`src/rtl/exibe_sequencia_if.sv`:
```
// Bundle between the playback block, its controller and the sequence RAM.
// The slave side is the playback block; the master side is whoever drives it.
interface exibe_sequencia_if;
  logic       iniciar;
  logic [3:0] rodada;
  logic [3:0] mem_dado;
  logic [3:0] mem_endereco;
  logic [3:0] leds;
  logic       mostrando;
  logic       pronto;
  logic [3:0] db_estado;

  modport slave (
    input  iniciar, rodada, mem_dado,
    output mem_endereco, leds, mostrando, pronto, db_estado
  );

  modport master (
    output iniciar, rodada, mem_dado,
    input  mem_endereco, leds, mostrando, pronto, db_estado
  );
endinterface

```
`src/rtl/exibe_sequencia.sv`:
```
// Plays the stored sequence from address 0 up to the latched round on the LEDs.
// Each value is lit for TEMPO_ON cycles, then blanked for TEMPO_OFF cycles.
module exibe_sequencia #(
  parameter int TEMPO_ON  = 1000,
  parameter int TEMPO_OFF = 500,
  parameter int NT        = 12
) (
  input  logic clock,
  input  logic reset,
  exibe_sequencia_if.slave bus
);

  localparam logic [2:0] INICIAL = 3'd0;
  localparam logic [2:0] PREPARA = 3'd1;
  localparam logic [2:0] CARREGA = 3'd2;
  localparam logic [2:0] MOSTRA  = 3'd3;
  localparam logic [2:0] APAGA   = 3'd4;
  localparam logic [2:0] PROXIMO = 3'd5;
  localparam logic [2:0] FIM     = 3'd6;

  localparam logic [NT-1:0] FIM_ON  = NT'(TEMPO_ON - 1);
  localparam logic [NT-1:0] FIM_OFF = NT'(TEMPO_OFF - 1);

  logic [2:0]    estado;
  logic [3:0]    endereco;
  logic [3:0]    rodada_reg;
  logic [3:0]    leds_reg;
  logic [NT-1:0] timer;

  always_ff @(posedge clock) begin
    if (reset) begin
      estado     <= INICIAL;
      endereco   <= 4'd0;
      rodada_reg <= 4'd0;
      leds_reg   <= 4'd0;
      timer      <= '0;
    end else begin
      case (estado)
        INICIAL: begin
          if (bus.iniciar) begin
            rodada_reg <= bus.rodada;
            endereco   <= 4'd0;
            estado     <= PREPARA;
          end
        end
        PREPARA: estado <= CARREGA;
        // The RAM output is valid here because it registered the address last cycle.
        CARREGA: begin
          leds_reg <= bus.mem_dado;
          timer    <= '0;
          estado   <= MOSTRA;
        end
        MOSTRA: begin
          if (timer == FIM_ON) begin
            timer    <= '0;
            leds_reg <= 4'd0;
            estado   <= APAGA;
          end else begin
            timer <= timer + 1'b1;
          end
        end
        APAGA: begin
          if (timer == FIM_OFF) begin
            timer  <= '0;
            estado <= PROXIMO;
          end else begin
            timer <= timer + 1'b1;
          end
        end
        // Compare before incrementing so round 15 never wraps the address to 0.
        PROXIMO: begin
          if (endereco == rodada_reg) begin
            estado <= FIM;
          end else begin
            endereco <= endereco + 4'd1;
            estado   <= PREPARA;
          end
        end
        FIM: begin
          leds_reg <= 4'd0;
          estado   <= INICIAL;
        end
        default: begin
          leds_reg <= 4'd0;
          estado   <= INICIAL;
        end
      endcase
    end
  end

  assign bus.mem_endereco = endereco;
  assign bus.leds         = leds_reg;
  assign bus.pronto       = (estado == FIM);
  assign bus.mostrando    = (estado != INICIAL) && (estado != FIM);
  assign bus.db_estado    = {1'b0, estado};

endmodule

```
`src/flat_wrapper.sv`:
```
// flat-port wrapper written by rule: the top's interface ports become plain ports
module exibe_sequencia_flat 
#(
  parameter int TEMPO_ON  = 1000,
  parameter int TEMPO_OFF = 500,
  parameter int NT        = 12
)
  (clock, reset, bus_iniciar, bus_rodada, bus_mem_dado, bus_mem_endereco, bus_leds, bus_mostrando, bus_pronto, bus_db_estado);
  exibe_sequencia_if bus_i ();
  input  logic clock;
  input  logic reset;
  input wire logic [$bits(bus_i.iniciar)-1:0] bus_iniciar;
  input wire logic [$bits(bus_i.rodada)-1:0] bus_rodada;
  input wire logic [$bits(bus_i.mem_dado)-1:0] bus_mem_dado;
  output wire logic [$bits(bus_i.mem_endereco)-1:0] bus_mem_endereco;
  output wire logic [$bits(bus_i.leds)-1:0] bus_leds;
  output wire logic [$bits(bus_i.mostrando)-1:0] bus_mostrando;
  output wire logic [$bits(bus_i.pronto)-1:0] bus_pronto;
  output wire logic [$bits(bus_i.db_estado)-1:0] bus_db_estado;
  assign bus_i.iniciar = bus_iniciar;
  assign bus_i.rodada = bus_rodada;
  assign bus_i.mem_dado = bus_mem_dado;
  assign bus_mem_endereco = bus_i.mem_endereco;
  assign bus_leds = bus_i.leds;
  assign bus_mostrando = bus_i.mostrando;
  assign bus_pronto = bus_i.pronto;
  assign bus_db_estado = bus_i.db_estado;
  exibe_sequencia #(.TEMPO_ON(TEMPO_ON), .TEMPO_OFF(TEMPO_OFF), .NT(NT)) u_core (.clock(clock), .reset(reset), .bus(bus_i));
endmodule
```
`config.mk`:
```
export PLATFORM = sky130hd
export DESIGN_NAME = exibe_sequencia_flat
export DESIGN_NICKNAME = d
export VERILOG_FILES = /design/src/rtl/exibe_sequencia_if.sv /design/src/rtl/exibe_sequencia.sv /design/src/flat_wrapper.sv
export SDC_FILE = /design/constraint.sdc
export NUM_CORES = 1
export LEC_CHECK = 0
export ABC_AREA = 1
export BUFFER_PORTS_ARGS = -buffer_cell sky130_fd_sc_hd__buf_2
export CAP_MARGIN = 5
export CORE_ASPECT_RATIO = 2
export CORE_MARGIN = 2
export CORE_UTILIZATION = 55
export CTS_CLUSTER_DIAMETER = 200
export DETAILED_ROUTE_END_ITERATION = 8
export PLACE_DENSITY = 0.88
export SLEW_MARGIN = 20
export SYNTH_ARGS = -nofsm -noshare
export SYNTH_HDL_FRONTEND = slang
export SYNTH_SLANG_ARGS = --single-unit
```
`constraint.sdc`:
```
create_clock -name clock -period 2.9 [get_ports clock]
set_clock_uncertainty 0.2 [all_clocks]
set_input_delay 0.145 -clock clock [delete_from_list [all_inputs] [get_ports clock]]
set_output_delay 0.145 -clock clock [all_outputs]
set_load 0.01 [all_outputs]
```
# Word level (Yosys, flattened, before mapping)
# Cells that the tools add are included.
# Widths: inputs -> output; s select.
dict set report word_totals {
  reg_bits 27
  input_bits 11
  output_inout_bits 14
  elab_cells 45
}
dict set report classes {
  addsub 2
  eq_ne 14
  muxes 13
  n_bitwise 1
  n_reduce_logical 10
}
# cell n
set op_table {}
lappend op_table {{$pmux 12 s3} 1}
lappend op_table {{$mux 12} 2}
lappend op_table {{$pmux 3 s6} 1}
lappend op_table {{$add 12x1->12 const B} 1}
lappend op_table {{$eq 12x10->1 const B} 1}
lappend op_table {{$eq 12x9->1 const B} 1}
lappend op_table {{$mux 3} 4}
lappend op_table {{$mux 4} 3}
lappend op_table {{$pmux 4 s3} 1}
lappend op_table {{$eq 3x3->1 const B} 3}
lappend op_table {{$pmux 4 s2} 1}
lappend op_table {{$eq 3x2->1 const B} 2}
lappend op_table {{$reduce_and 3->1} 2}
lappend op_table {{$reduce_bool 3->1} 2}
lappend op_table {{$add 4x1->4 const B} 1}
lappend op_table {{$eq 4x4->1} 1}
lappend op_table {{$ne 2x1->1 const B} 2}
lappend op_table {{$ne 2x2->1 const B} 2}
lappend op_table {{$reduce_and 2->1} 2}
lappend op_table {{$reduce_or 4->1} 1}
lappend op_table {{$eq 3x1->1 const B} 1}
lappend op_table {{$logic_not 3->1} 1}
lappend op_table {{$ne 3x3->1 const B} 1}
lappend op_table {{$reduce_bool 2->1} 1}
lappend op_table {{other kinds (2)} 2}

# Longest topological paths before layout
# Gate-level depths: netlist of run 1.
dict set report depth {
  depth_word 4
  mapped_depth 11
  mapped_depth_nobuf 10
}

# Worst setup path after synthesis of run 1
# OpenSTA, ideal clock, no wires.
dict set report synth_path {
  kind {register to register}
  start {reg u_core.timer[0]}
  end {reg u_core.timer[4]}
  setup_ps 109
  arrival_ps 1254
  t_required_ps 2591
  setup_slack_ps 1337
  stages_incl_launch_ff 12
  path_buffers 1
  synth_period_minus_slack_ps 1563
  cell_sequence {dfxtp_1 > ha_1 > nand2_1 > nor2_1 > nand3_1 > nand2_2 > nand2_2 > buf_6 > nand2_1 > o21ai_1 > nand2_1 > inv_1}
}
dict set report synth_between {
  elab_chain_len 3
  word_cells_on_any_way 6
  classes_between {add/sub: 1; eq/ne: 2; mux: 3}
}
# item line
set synth_lines {}
lappend synth_lines {{start: declaration} exibe_sequencia.sv:28} ;# logic [NT-1:0] timer;
lappend synth_lines {{start signal: assignment} exibe_sequencia.sv:59} ;# timer <= timer + 1'b1;
lappend synth_lines {{start signal: assignment} exibe_sequencia.sv:67} ;# timer <= timer + 1'b1;
lappend synth_lines {{$add 12x1->12 (tied with other cells)} {exibe_sequencia.sv:59, exibe_sequencia.sv:67}}
lappend synth_lines {{$mux 12 (on tied branches)} {exibe_sequencia.sv:63, exibe_sequencia.sv:54}}
lappend synth_lines {{$pmux 12 s3 *} exibe_sequencia.sv:38} ;# case (estado)
# Every way passes the cells marked *; elsewhere a longest branch is shown, timed or not.
# A chain may end at the register's enable or synchronous reset.

# Worst setup path after layout of run 1
dict set report layout_path {
  start {reg u_core.estado[1]}
  end {reg u_core.rodada_reg[2]}
}
dict set report layout_between {
  elab_chain_len 2
}
# item line
set layout_lines {}
lappend layout_lines {{start: declaration} exibe_sequencia.sv:24} ;# logic [2:0] estado;
lappend layout_lines {{start signal: assignment} exibe_sequencia.sv:32} ;# estado <= INICIAL;
lappend layout_lines {{start signal: assignment} exibe_sequencia.sv:43} ;# estado <= PREPARA;
lappend layout_lines {{start signal: assignment} exibe_sequencia.sv:46} ;# PREPARA: estado <= CARREGA;
lappend layout_lines {{$logic_not 3->1} exibe_sequencia.sv:38}
lappend layout_lines {{$reduce_and 2->1 (no line)} n/a}
lappend layout_lines {{end signal: assignment} exibe_sequencia.sv:41} ;# rodada_reg <= bus.rodada;
lappend layout_lines {{end: declaration} exibe_sequencia.sv:26} ;# logic [3:0] rodada_reg;
# No other way between the ends.

==> impl_metrics.tcl, run 1 <==
set metrics [dict create \
    rsz0062_at_grt "no" \
    clk_latency_ns 0.28 \
    ys_warn_count 0 \
    finalMaxSlewViolations 0 \
    max_stage_delay_ns 0.56 \
    hold_class "input port to register" \
    grt_usage_pct 23.8 \
    drcViolationCount 0 \
    path_class "register to register" \
    first_global_vias 1372 \
    cts_tree "done" \
    worst_slack_ns 1.14 \
    startpoint "u_core.estado[1]" \
    syn_inst 239 \
    arrival_ns 1.78 \
    cts_buffers 3 \
    dp_worst_setup_slack_ns 1.15 \
    antennaDiodeCount 0 \
    vias 1531 \
    die-width_um 41.3 \
    pwr-share-seq_pct 36.5 \
    fin_nets 283 \
    drive_gt1_share_pct 15.6 \
    wl_per_cell_um 11.6 \
    timing.fmax_ghz 0.567 \
    r2r-end "u_core.rodada_reg[2]" \
    cts-htree-levels 1 \
    hpwl_mm 2.60 \
    ctsRootBufferMaster "clkbuf_8" \
    critical_path.max_fanout 6 \
    switching_share_pct 45.2 \
    core_um2 2700 \
    grt_overflow 0 \
    outcome "completed" \
    yosysUniqueCellTypes 29 \
    dr.pass1.iters 4 \
    avgSynthCellArea_um2 6.39 \
    syn_to_final_growth_pct 16.7 \
    fillers 251 \
    clock-sinks 27 \
    multi_input_area_um2 826 \
    gp_congestion 0.914 \
    p_switching_uw 621 \
    crit_path_start_kind "register" \
    grt_max_degree 18 \
    p_int_uw 753 \
    regMostFlops "u_core.timer" \
    min_period_over_period_pct 60.8 \
    clk_path_buf_depth 2 \
    clock_power_share_pct 16.1 \
    p_comb_share_pct 47.4 \
    cpMaxStageDelayCell "dlygate4sd3_1" \
    p_leak_nw 0.821 \
    syn_area_um2 1530 \
    endpoint_kind "register" \
    syn-num-nets 252 \
    largest_reg_flops 12 \
    critPathBufInv 2 \
    cts_setup_buffers 0 \
    crit_cells 6 \
    rr_worst_depth 6 \
    cts.clk_slew.worst_paths_ns 0.10 \
    setup_violations 0 \
    r2r_start "u_core.estado[1]" \
    drt-vias-per-instance 5.14 \
    min_period_ns 1.76 \
    ir_drop_mv 0.384 \
    worstPathRequired_ns 2.92 \
    fin_util_pct 66.0 \
    io_pins 25 \
    grt_pass1_wl_mm 5.47 \
    path_cells "nor2_1, nand2_1, inv_1, nand3_1, dlygate4sd3_1, a21oi_1" \
    ff_latch_area_um2 541 \
    drt-total-wl_mm 3.45 \
    yosysSeqAreaShare_pct 35.4 \
    crit_path_end "u_core.rodada_reg[2]" \
    p_per_area_nw_per_um2 771 \
    drv_cap 0 \
    holdPathStages 2 \
    critPathTopFamily "buffers and inverters" \
    drtIter0Drc 42 \
    die_h_um 78.5 \
    ff2ff_setup_slack_ns 1.14 \
    placement.io_buffers 23 \
    rows 27 \
    dieArea_um2 3240 \
    initial_core_util_pct 56.5 \
    yosys_register_bits 27 \
    ant_nets 0 \
    hold_viol 0 \
    antenna_found_initial 0 \
    fin_setup_tns_ns 0 \
]
==> cell usage in the layout, fill, tap and decap left out, types with 2 or more instances in the layout <==
master,instances
inv_2,2
inv_1,29
buf_2,23
nand2_4,2
a21oi_1,23
nor2_1,22
dfxtp_1,27
nand3_1,13
dlygate4sd3_1,9
clkbuf_8,3
nand2_1,77
o21ai_1,5
nand2_2,4
xor2_1,3
nor2_2,3
ha_1,2
o21ai_0,10
==> worst min path at each step <==
stage / startpoint / end / slack, ns
CTS: reset / u_core.estado[2] / 0.05
detailed placement: bus_mem_dado[1] / u_core.bus.leds[1] / 0.20
floorplan: bus_mem_dado[0] / u_core.bus.leds[0] / 0.09
finish: reset / u_core.estado[2] / 0.04
global route: reset / u_core.estado[2] / 0.04
global placement: bus_mem_dado[1] / u_core.bus.leds[1] / 0.20
==> through the flow <==
step	cells	hold WS, ns	instance area [um^2]	total power [mW]
after floorplan	239	0.0924	1530	0.999
after global placement	285	0.199	1640	1.14
after detailed placement	285	0.203	1640	1.15
after CTS	298	0.0463	1780	1.38
after global routing	298	0.0396	1780	1.49
final	298	0.0397	1780	1.37
==> power by group through the flow <==
stage | sequential, mW | combinational (mW) | clock, mW
global placement | 0.508 | 0.630 | 0
detailed placement | 0.510 | 0.637 | 0
finish | 0.502 | 0.651 | 0.221
global route | 0.514 | 0.737 | 0.239
floorplan | 0.516 | 0.483 | 0
CTS | 0.501 | 0.653 | 0.224
==> repair_timing <==
item | in CTS | in global routing
resized for setup | 0 | 0
hold endpoints to repair | 8 | 0
hold buffers | 9 | 0
==> Yosys cell counts <==
cell type	instances	area share [%]
clkinv_1	1	0.25
nand2_1	77	19
nand3_2	1	0.66
inv_1	29	7.1
nand3_1	13	4.3
inv_4	1	0.41
or2_4	1	0.57
o21ai_1	5	1.6
nand2_4	2	1.5
ha_1	2	1.6
nor2_8	1	1.3
inv_2	2	0.49
a22oi_1	1	0.49
o21ai_0	10	3.3
nand3b_1	1	0.49
dfxtp_1	27	35
conb_1	1	0.25
nor2_1	22	5.4
buf_6	1	0.74
buf_4	1	0.49
xor2_1	3	1.7
o21bai_1	1	0.49
a21o_1	1	0.49
buf_2	1	0.33
nand2_2	4	1.6
a21oi_1	23	7.5
clkbuf_1	3	0.74
nor2_2	3	1.2
xnor2_1	1	0.57
==> logic make-up (layout without fill, tap and decap cells) <==
| family | count (synthesis) | after routing | share of synthesized area, % |
|---|---|---|---|
| compound gates | 41 | 41 | 13.9 |
| xor+xnor | 4 | 4 | 2.29 |
| fa+ha+maj | 2 | 2 | 1.64 |
| buf+inv | 39 | 69 | 10.6 |
| flops | 27 | 27 | 35.4 |
| other cells | 1 | 1 | 0.245 |
| simple gates | 125 | 125 | 36.0 |
==> worst register-to-register path, delay by kind of cell (launching register included) <==
kind,cells,cell delay [ns]
buffers and inverters,2,0.69
flip-flops,1,0.37
AND/OR/NAND/NOR,3,0.32
AO/OA/AOI/OAI,1,0.13
==> area by class of cell <==
cell class                      instances  share of cell area (%)
Clock buffer                            3                    2.32
Multi-Input combinational cell        173                    46.3
Tap cell                               29                    2.04
Timing Repair Buffer                   32                    11.5
Sequential cell                        27                    30.3
Clock inverter                          1                   0.421
Inverter                               33                    7.09
==> routing by layer <==
layer | global-route usage (%) | wire length, um | up-vias | part of all wire (%)
met5 | 0 | 0 | - | 0
met4 | 10.6 | 101 | 0 | 2.9
met3 | 2.54 | 107 | 9 | 3.1
met2 | 44.5 | 1910 | 31 | 55
met1 | 22.5 | 1340 | 692 | 39
li1 | - | - | 799 | -
Note: power is estimated with default switching activity, not from simulation.
==> inputs of run 2 (changes only) <==
ABC_AREA = 0   (was 1)
CORE_UTILIZATION = 50   (was 55)
PLACE_DENSITY = 0.85   (was 0.88)
clock period = 1.57 ns   (was 2.9 ns; I/O delays follow)
==> run 2 against run 1 <==
Area after synthesis grew 0.74%. Sequential cell count stayed put. Count of clock-buffer cells in the layout did not move. Final cell count increased by 2.3%. Wire length rose by 130%. Sequential share of layout area shrank 8.3 points. Largest power group unchanged. Highest routed layer unchanged. Global-route usage rose by 12 points. Core utilization is 22 points higher. Combinational power grew 32%. Via count grew 36%. Clock power up 82%. The flow now finishes with violations (negative setup slack).
==> impl_metrics.tcl, run 2 <==
set metrics [dict create \
    min_period_ns 1.94 \
    grt_max_degree 16 \
    ys_warn_count 0 \
    yosys_register_bits 27 \
    timing.fmax_ghz 0.515 \
    synth_top_area_share_pct 35.1 \
    drv_cap 0 \
    max_stage_delay_ns 0.38 \
    pwr-share-seq_pct 38.4 \
    regMostFlops "u_core.timer" \
    drcViolationCount 0 \
    synth_top_flop_cell "dfxtp_1" \
    cts_buffers 3 \
    holdPathStages 3 \
    placement.io_buffers 23 \
    hold_viol 0 \
    layout_commonest_cell "buf_4" \
    r2r-end "u_core.timer[3]" \
    fin_util_pct 88.4 \
    wl_per_cell_um 25.9 \
    synthArstFlopShare_pct 0 \
    ys_top_cells_by_count "dfxtp_1 (27), nand2_1 (26), a21oi_1 (17)" \
    yosysTopAreaCell "dfxtp_1" \
    path_class "register to register" \
    vias 2079 \
    synth_edf_count 0 \
    p_switching_uw 749 \
    die-width_um 43.2 \
    synth.most_common_cell "dfxtp_1" \
    ant_nets 0 \
    worstMarginPinSlew_ns 0.772 \
    hold_class "input port to register" \
    worst_slack_ns -0.372 \
    grt_overflow 0 \
    rr_worst_depth 7 \
    finalMaxSlewViolations 0 \
    ctsRootBufferMaster "clkbuf_8" \
    hold_end "u_core.rodada_reg[3]" \
    finalPower_mw 2.05 \
    p_leak_nw 1.07 \
    drive_gt1_share_pct 54.5 \
    min_from "reset" \
    drtIter0Drc 239 \
    relSlewSlack_pct 48.2 \
    cpMaxStageDelayCell "dfxtp_2" \
    violations "negative setup slack" \
    yosysSeqAreaShare_pct 35.1 \
    rsz0062_at_grt "yes" \
    min_period_over_period_pct 124 \
    path_cells "ha_4, nor4b_4, a31oi_2, buf_4, buf_4, o22ai_1, a21oi_1" \
    clock_power_share_pct 19.6 \
    dieArea_um2 3560 \
    cts.clk_slew.worst_paths_ns 0.10 \
    p_comb_share_pct 42.0 \
    initial_core_util_pct 52.3 \
    arrival_ns 1.91 \
    hpwl_mm 3.71 \
    gp_congestion 0.903 \
    fin_nets 289 \
    outcome "finished with violations" \
    avgSynthCellArea_um2 8.32 \
    rows 28 \
    syn_area_um2 1540 \
    endpoint_kind "register" \
    clk_latency_ns 0.28 \
    grt_usage_pct 35.6 \
    antenna_found_initial 0 \
    setup_violations 29 \
    core_um2 2940 \
    worstPathRequired_ns 1.54 \
    clk_path_buf_depth 2 \
    synth_area_leaders "dfxtp_1 (35%), nand2_1 (6.3%), a21oi_1 (5.5%)" \
    die_h_um 82.5 \
    p_int_mw 1.30 \
    yosysUniqueCellTypes 53 \
    layout_common_cells "buf_4 (47), buf_2 (23), nand2_1 (21)" \
    critical_path.max_fanout 5 \
    syn-num-nets 198 \
    io_pins 25 \
    p_per_area_nw_per_um2 789 \
    dr.pass1.iters 5 \
    grt_pass1_wl_mm 9.38 \
    antennaDiodeCount 0 \
    fillers 131 \
    first_global_vias 1990 \
    drt-vias-per-instance 6.82 \
    syn_inst 185 \
    ir_drop_mv 0.774 \
    cp_common_cell "buf_4" \
    largest_reg_flops 12 \
    cts-htree-levels 1 \
    cts_tree "done" \
    crit_path_start_kind "register" \
    clock-sinks 27 \
    r2r_start "u_core.timer[1]" \
    syn_to_final_growth_pct 69.0 \
    switching_share_pct 36.5 \
    drt-total-wl_mm 7.91 \
    ff2ff_setup_slack_ns -0.37 \
]
run 2: cell count changes after synthesis, sizes merged, moves of 6 or more:
cell / delta
nor3: +6
nor2: -21
nand2: -57
inv: -26
a21oi: -6
run 2: final cells by class:
cell class	count	area, um^2	area share, %
sequential	27	572	22.0
inverter	8	40.0	1.54
timing repair buffer	95	742	28.5
tap	30	37.5	1.44
clock buffer	3	41.3	1.59
multi-input combinational	141	1160	44.7
clock inverter	1	5.00	0.192
run 2: worst max-delay path: cells and delay by family (launching register included):
family | cells | cell delay [ns]
fa+ha+maj | 1 | 0.15
simple gates | 1 | 0.24
flops | 1 | 0.38
compound gates | 3 | 0.50
buf+inv | 2 | 0.36
run 2: kinds of logic (layout without fill, tap and decap cells):
kind of cell	after synthesis	after routing	share of synthesized area, %
mux	2	2	1.30
flops	27	27	35.1
other cells	1	1	0.244
buf+inv	17	107	5.61
simple gates	76	76	27.6
xor+xnor	7	7	3.98
compound gates	53	53	24.6
fa+ha+maj	2	2	1.63
run 2: per-stage QoR:
step	hold slack, ns	instances	instance area (um^2)	setup TNS, ns	worst slack (ns)
final	0.0421	305	2600	-6.18	-0.372
after global placement	0.123	280	2050	-2.86	-0.178
after global routing	0.0500	305	2600	-7.32	-0.409
after CTS	0.00103	302	2380	-3.08	-0.208
after detailed placement	0.127	280	2050	-3.49	-0.223
after floorplan	0.0145	185	1580	-1.42	-0.131
run 2: worst max path at each step:
stage,start,endpoint,slack [ns],cells after the start
floorplan,u_core.timer[1],u_core.timer[11],-0.13,6
global placement,u_core.timer[2],u_core.timer[11],-0.18,6
detailed placement,u_core.timer[2],u_core.timer[11],-0.22,6
CTS,u_core.timer[1],u_core.timer[11],-0.21,7
global route,u_core.estado[2],u_core.estado[1],-0.41,5
finish,u_core.timer[1],u_core.timer[3],-0.37,7
run 2: power groups by stage:
stage / registers, mW / logic, mW / clock network [mW]
5_1_grt: 0.794 / 0.875 / 0.423
4_1_cts: 0.770 / 0.655 / 0.398
6_report: 0.789 / 0.861 / 0.402
2_1_floorplan: 0.785 / 0.265 / 0
3_5_place_dp: 0.785 / 0.523 / 0
3_3_place_gp: 0.783 / 0.508 / 0
run 2: routing by layer:
| metal | wire length, um | global-route usage (%) |
|---|---|---|
| met5 | 0 | 0 |
| met4 | 703 | 27.0 |
| met3 | 757 | 5.65 |
| met2 | 3910 | 67.8 |
| met1 | 2540 | 31.8 |
run 2: timing repair:
| item | CTS | global route |
|---|---|---|
| pin swaps | 15 | 18 |
| cloned | 0 | 0 |
| hold buffers | 9 | 0 |
| endpoints found under the hold margin | 10 | 0 |
| resized for setup | 39 | 48 |
| endpoints found under the setup margin | 29 | 29 |
| buffers inserted | 10 | 3 |
==> inputs of run 3 (changes only) <==
PLACE_DENSITY = 0.82   (was 0.85)
clock period = 2.4 ns   (was 1.57 ns; I/O delays follow)
==> run 3 against run 2 <==
The run now ends clean. Setup slack improved by 0.70 ns. Sequential cell count did not move. Power fell by 50%. Core utilization fell by 28 points. Sequential share of layout area rose by 8.2 points. Sequential power fell by 35%. Register-to-register slack improved by 0.70 ns. Wire length fell by 53%. Non-clock buffer count fell by 62. Hold slack improved by 0.0038 ns. Critical path type unchanged. Largest cell class unchanged. Largest power group is now registers.
==> impl_metrics.tcl, run 3 (synthesized netlist as in run 2, its figures left out) <==
set metrics [dict create \
    fin_setup_tns_ns 0 \
    crit_path_end "u_core.timer[7]" \
    cts-htree-levels 1 \
    crit_path_start_kind "register" \
    grt_max_degree 22 \
    hold_class "input port to register" \
    worstMarginPinSlew_ns 0.553 \
    startpoint "u_core.timer[0]" \
    cts_buffers 3 \
    min_period_over_period_pct 86.1 \
    finalMaxSlewViolations 0 \
    drtIter0Drc 53 \
    p_per_area_nw_per_um2 574 \
    fin_nets 227 \
    layout_commonest_cell "dfxtp_1" \
    antennaDiodeCount 0 \
    r2r-end "u_core.timer[7]" \
    holdPathStages 2 \
    gp_congestion 0.841 \
    outcome "completed" \
    min_period_ns 2.07 \
    largest_reg_flops 12 \
    drcViolationCount 0 \
    ctsRootBufferMaster "clkbuf_8" \
    ir_drop_mv 0.320 \
    placement.io_buffers 23 \
    worstPathRequired_ns 2.36 \
    grt_overflow 0 \
    ant_nets 0 \
    rsz0062_at_grt "no" \
    timing.fmax_ghz 0.484 \
    dr.pass1.iters 4 \
    antenna_found_initial 0 \
    dp_worst_setup_slack_ns 0.291 \
    fillers 276 \
    drv_cap 0 \
    grt_pass1_wl_mm 6.15 \
    drt-total-wl_mm 3.74 \
    clock_power_share_pct 26.2 \
    p_switching_uw 338 \
    p_leak_nw 0.687 \
    clock-sinks 27 \
    cts_setup_buffers 0 \
    regMostFlops "u_core.timer" \
    clk_path_buf_depth 2 \
    hpwl_mm 2.79 \
    wl_per_cell_um 15.4 \
    layout_common_cells "dfxtp_1 (27), nand2_1 (26), buf_2 (23)" \
    ff2ff_setup_slack_ns 0.33 \
    endpoint_kind "register" \
    rr_worst_depth 5 \
    io_pins 25 \
    critical_path.max_fanout 13 \
    die_h_um 82.5 \
    drt-vias-per-instance 6.12 \
    r2r_start "u_core.timer[0]" \
    relSlewSlack_pct 62.9 \
    worst_slack_ns 0.333 \
    core_um2 2940 \
    finalPower_mw 1.03 \
    setup_violations 0 \
    die-width_um 43.2 \
    rows 28 \
    vias 1488 \
    dieArea_um2 3560 \
    p_int_uw 689 \
    switching_share_pct 32.9 \
    clk_latency_ns 0.28 \
    hold_viol 0 \
    cts.clk_slew.worst_paths_ns 0.10 \
    arrival_ns 2.03 \
    cts_tree "done" \
    p_comb_share_pct 23.5 \
    syn_to_final_growth_pct 16.2 \
    first_global_vias 1466 \
    initial_core_util_pct 52.3 \
    drive_gt1_share_pct 17.4 \
    path_class "register to register" \
    pwr-share-seq_pct 50.2 \
    grt_usage_pct 22.5 \
]
## run 3: changes by cell type in the layout (fill, tap and decap cells not counted), moves of 4 or more
cell	previous run	this run
a21oi_1	8	17
a21oi_2	9	0
buf_4	47	2
buf_6	15	0
dfxtp_1	14	27
dfxtp_2	7	0
dfxtp_4	6	0
nand2_1	21	26
nand2_2	4	0
o21ai_0	1	10
o21ai_1	9	1
xor2_1	0	4
## run 3: area by class of cell
type	instances	area, um^2	area share (%)
clock inverter	1	7.51	0.420
clock buffer	3	41.3	2.31
sequential	27	541	30.2
inverter	8	30.0	1.68
timing repair buffer	33	210	11.8
tap	30	37.5	2.10
multi-input combinational	141	921	51.5
## run 3: how the worst min path moves through the flow
| stage | startpoint | endpoint | slack, ns |
|---|---|---|---|
| 2_1_floorplan | bus_rodada[0] | u_core.rodada_reg[0] | 0.06 |
| 3_3_place_gp | bus_rodada[0] | u_core.rodada_reg[0] | 0.16 |
| 4_1_cts | reset | u_core.bus.leds[1] | 0.05 |
| 3_5_place_dp | bus_rodada[0] | u_core.rodada_reg[0] | 0.17 |
| 5_1_grt | reset | u_core.bus.mem_endereco[0] | 0.08 |
| 6_report | reset | u_core.bus.leds[1] | 0.05 |
## run 3: per-layer routing
layer	global-route usage, %	share of wire [%]	vias to the layer above
li1	-	-	738
met1	20.8	36	698
met2	45.5	58	38
met3	1.96	2.1	14
met4	12.4	3.9	0
met5	0	0	-
## run 3: worst max-delay path, stage by stage, from the launching register on
cell	delay, ns
dfxtp_1	0.42
ha_1	0.23
nor4b_4	0.37
a31oi_4	0.27
o21ai_0	0.33
o21ai_0	0.14
## run 3: stage by stage
stage / utilization [%] / cell area, um^2 / hold slack (ns) / cells
2_1_floorplan: - / 1540 / 0.0560 / 185
3_3_place_gp: 56.1 / 1650 / 0.163 / 231
3_5_place_dp: 56.1 / 1650 / 0.170 / 231
4_1_cts: 60.5 / 1780 / 0.0521 / 243
5_1_grt: 60.8 / 1790 / 0.0789 / 243
6_report: 60.8 / 1790 / 0.0459 / 243
## run 3: power by group through the flow
stage                     combinational, mW  sequential [mW]  clock (mW)
after global placement                0.228            0.524           0
final                                 0.242            0.516       0.269
after detailed placement              0.230            0.526           0
after global routing                  0.269            0.520       0.279
after CTS                             0.241            0.516       0.273
after floorplan                       0.170            0.511           0
## run 3: timing repair
action | CTS | global route
endpoints found under the hold margin | 8 | 0
hold buffers | 8 | 0
setup endpoints to repair | 0 | 1
gates resized for setup | 0 | 1
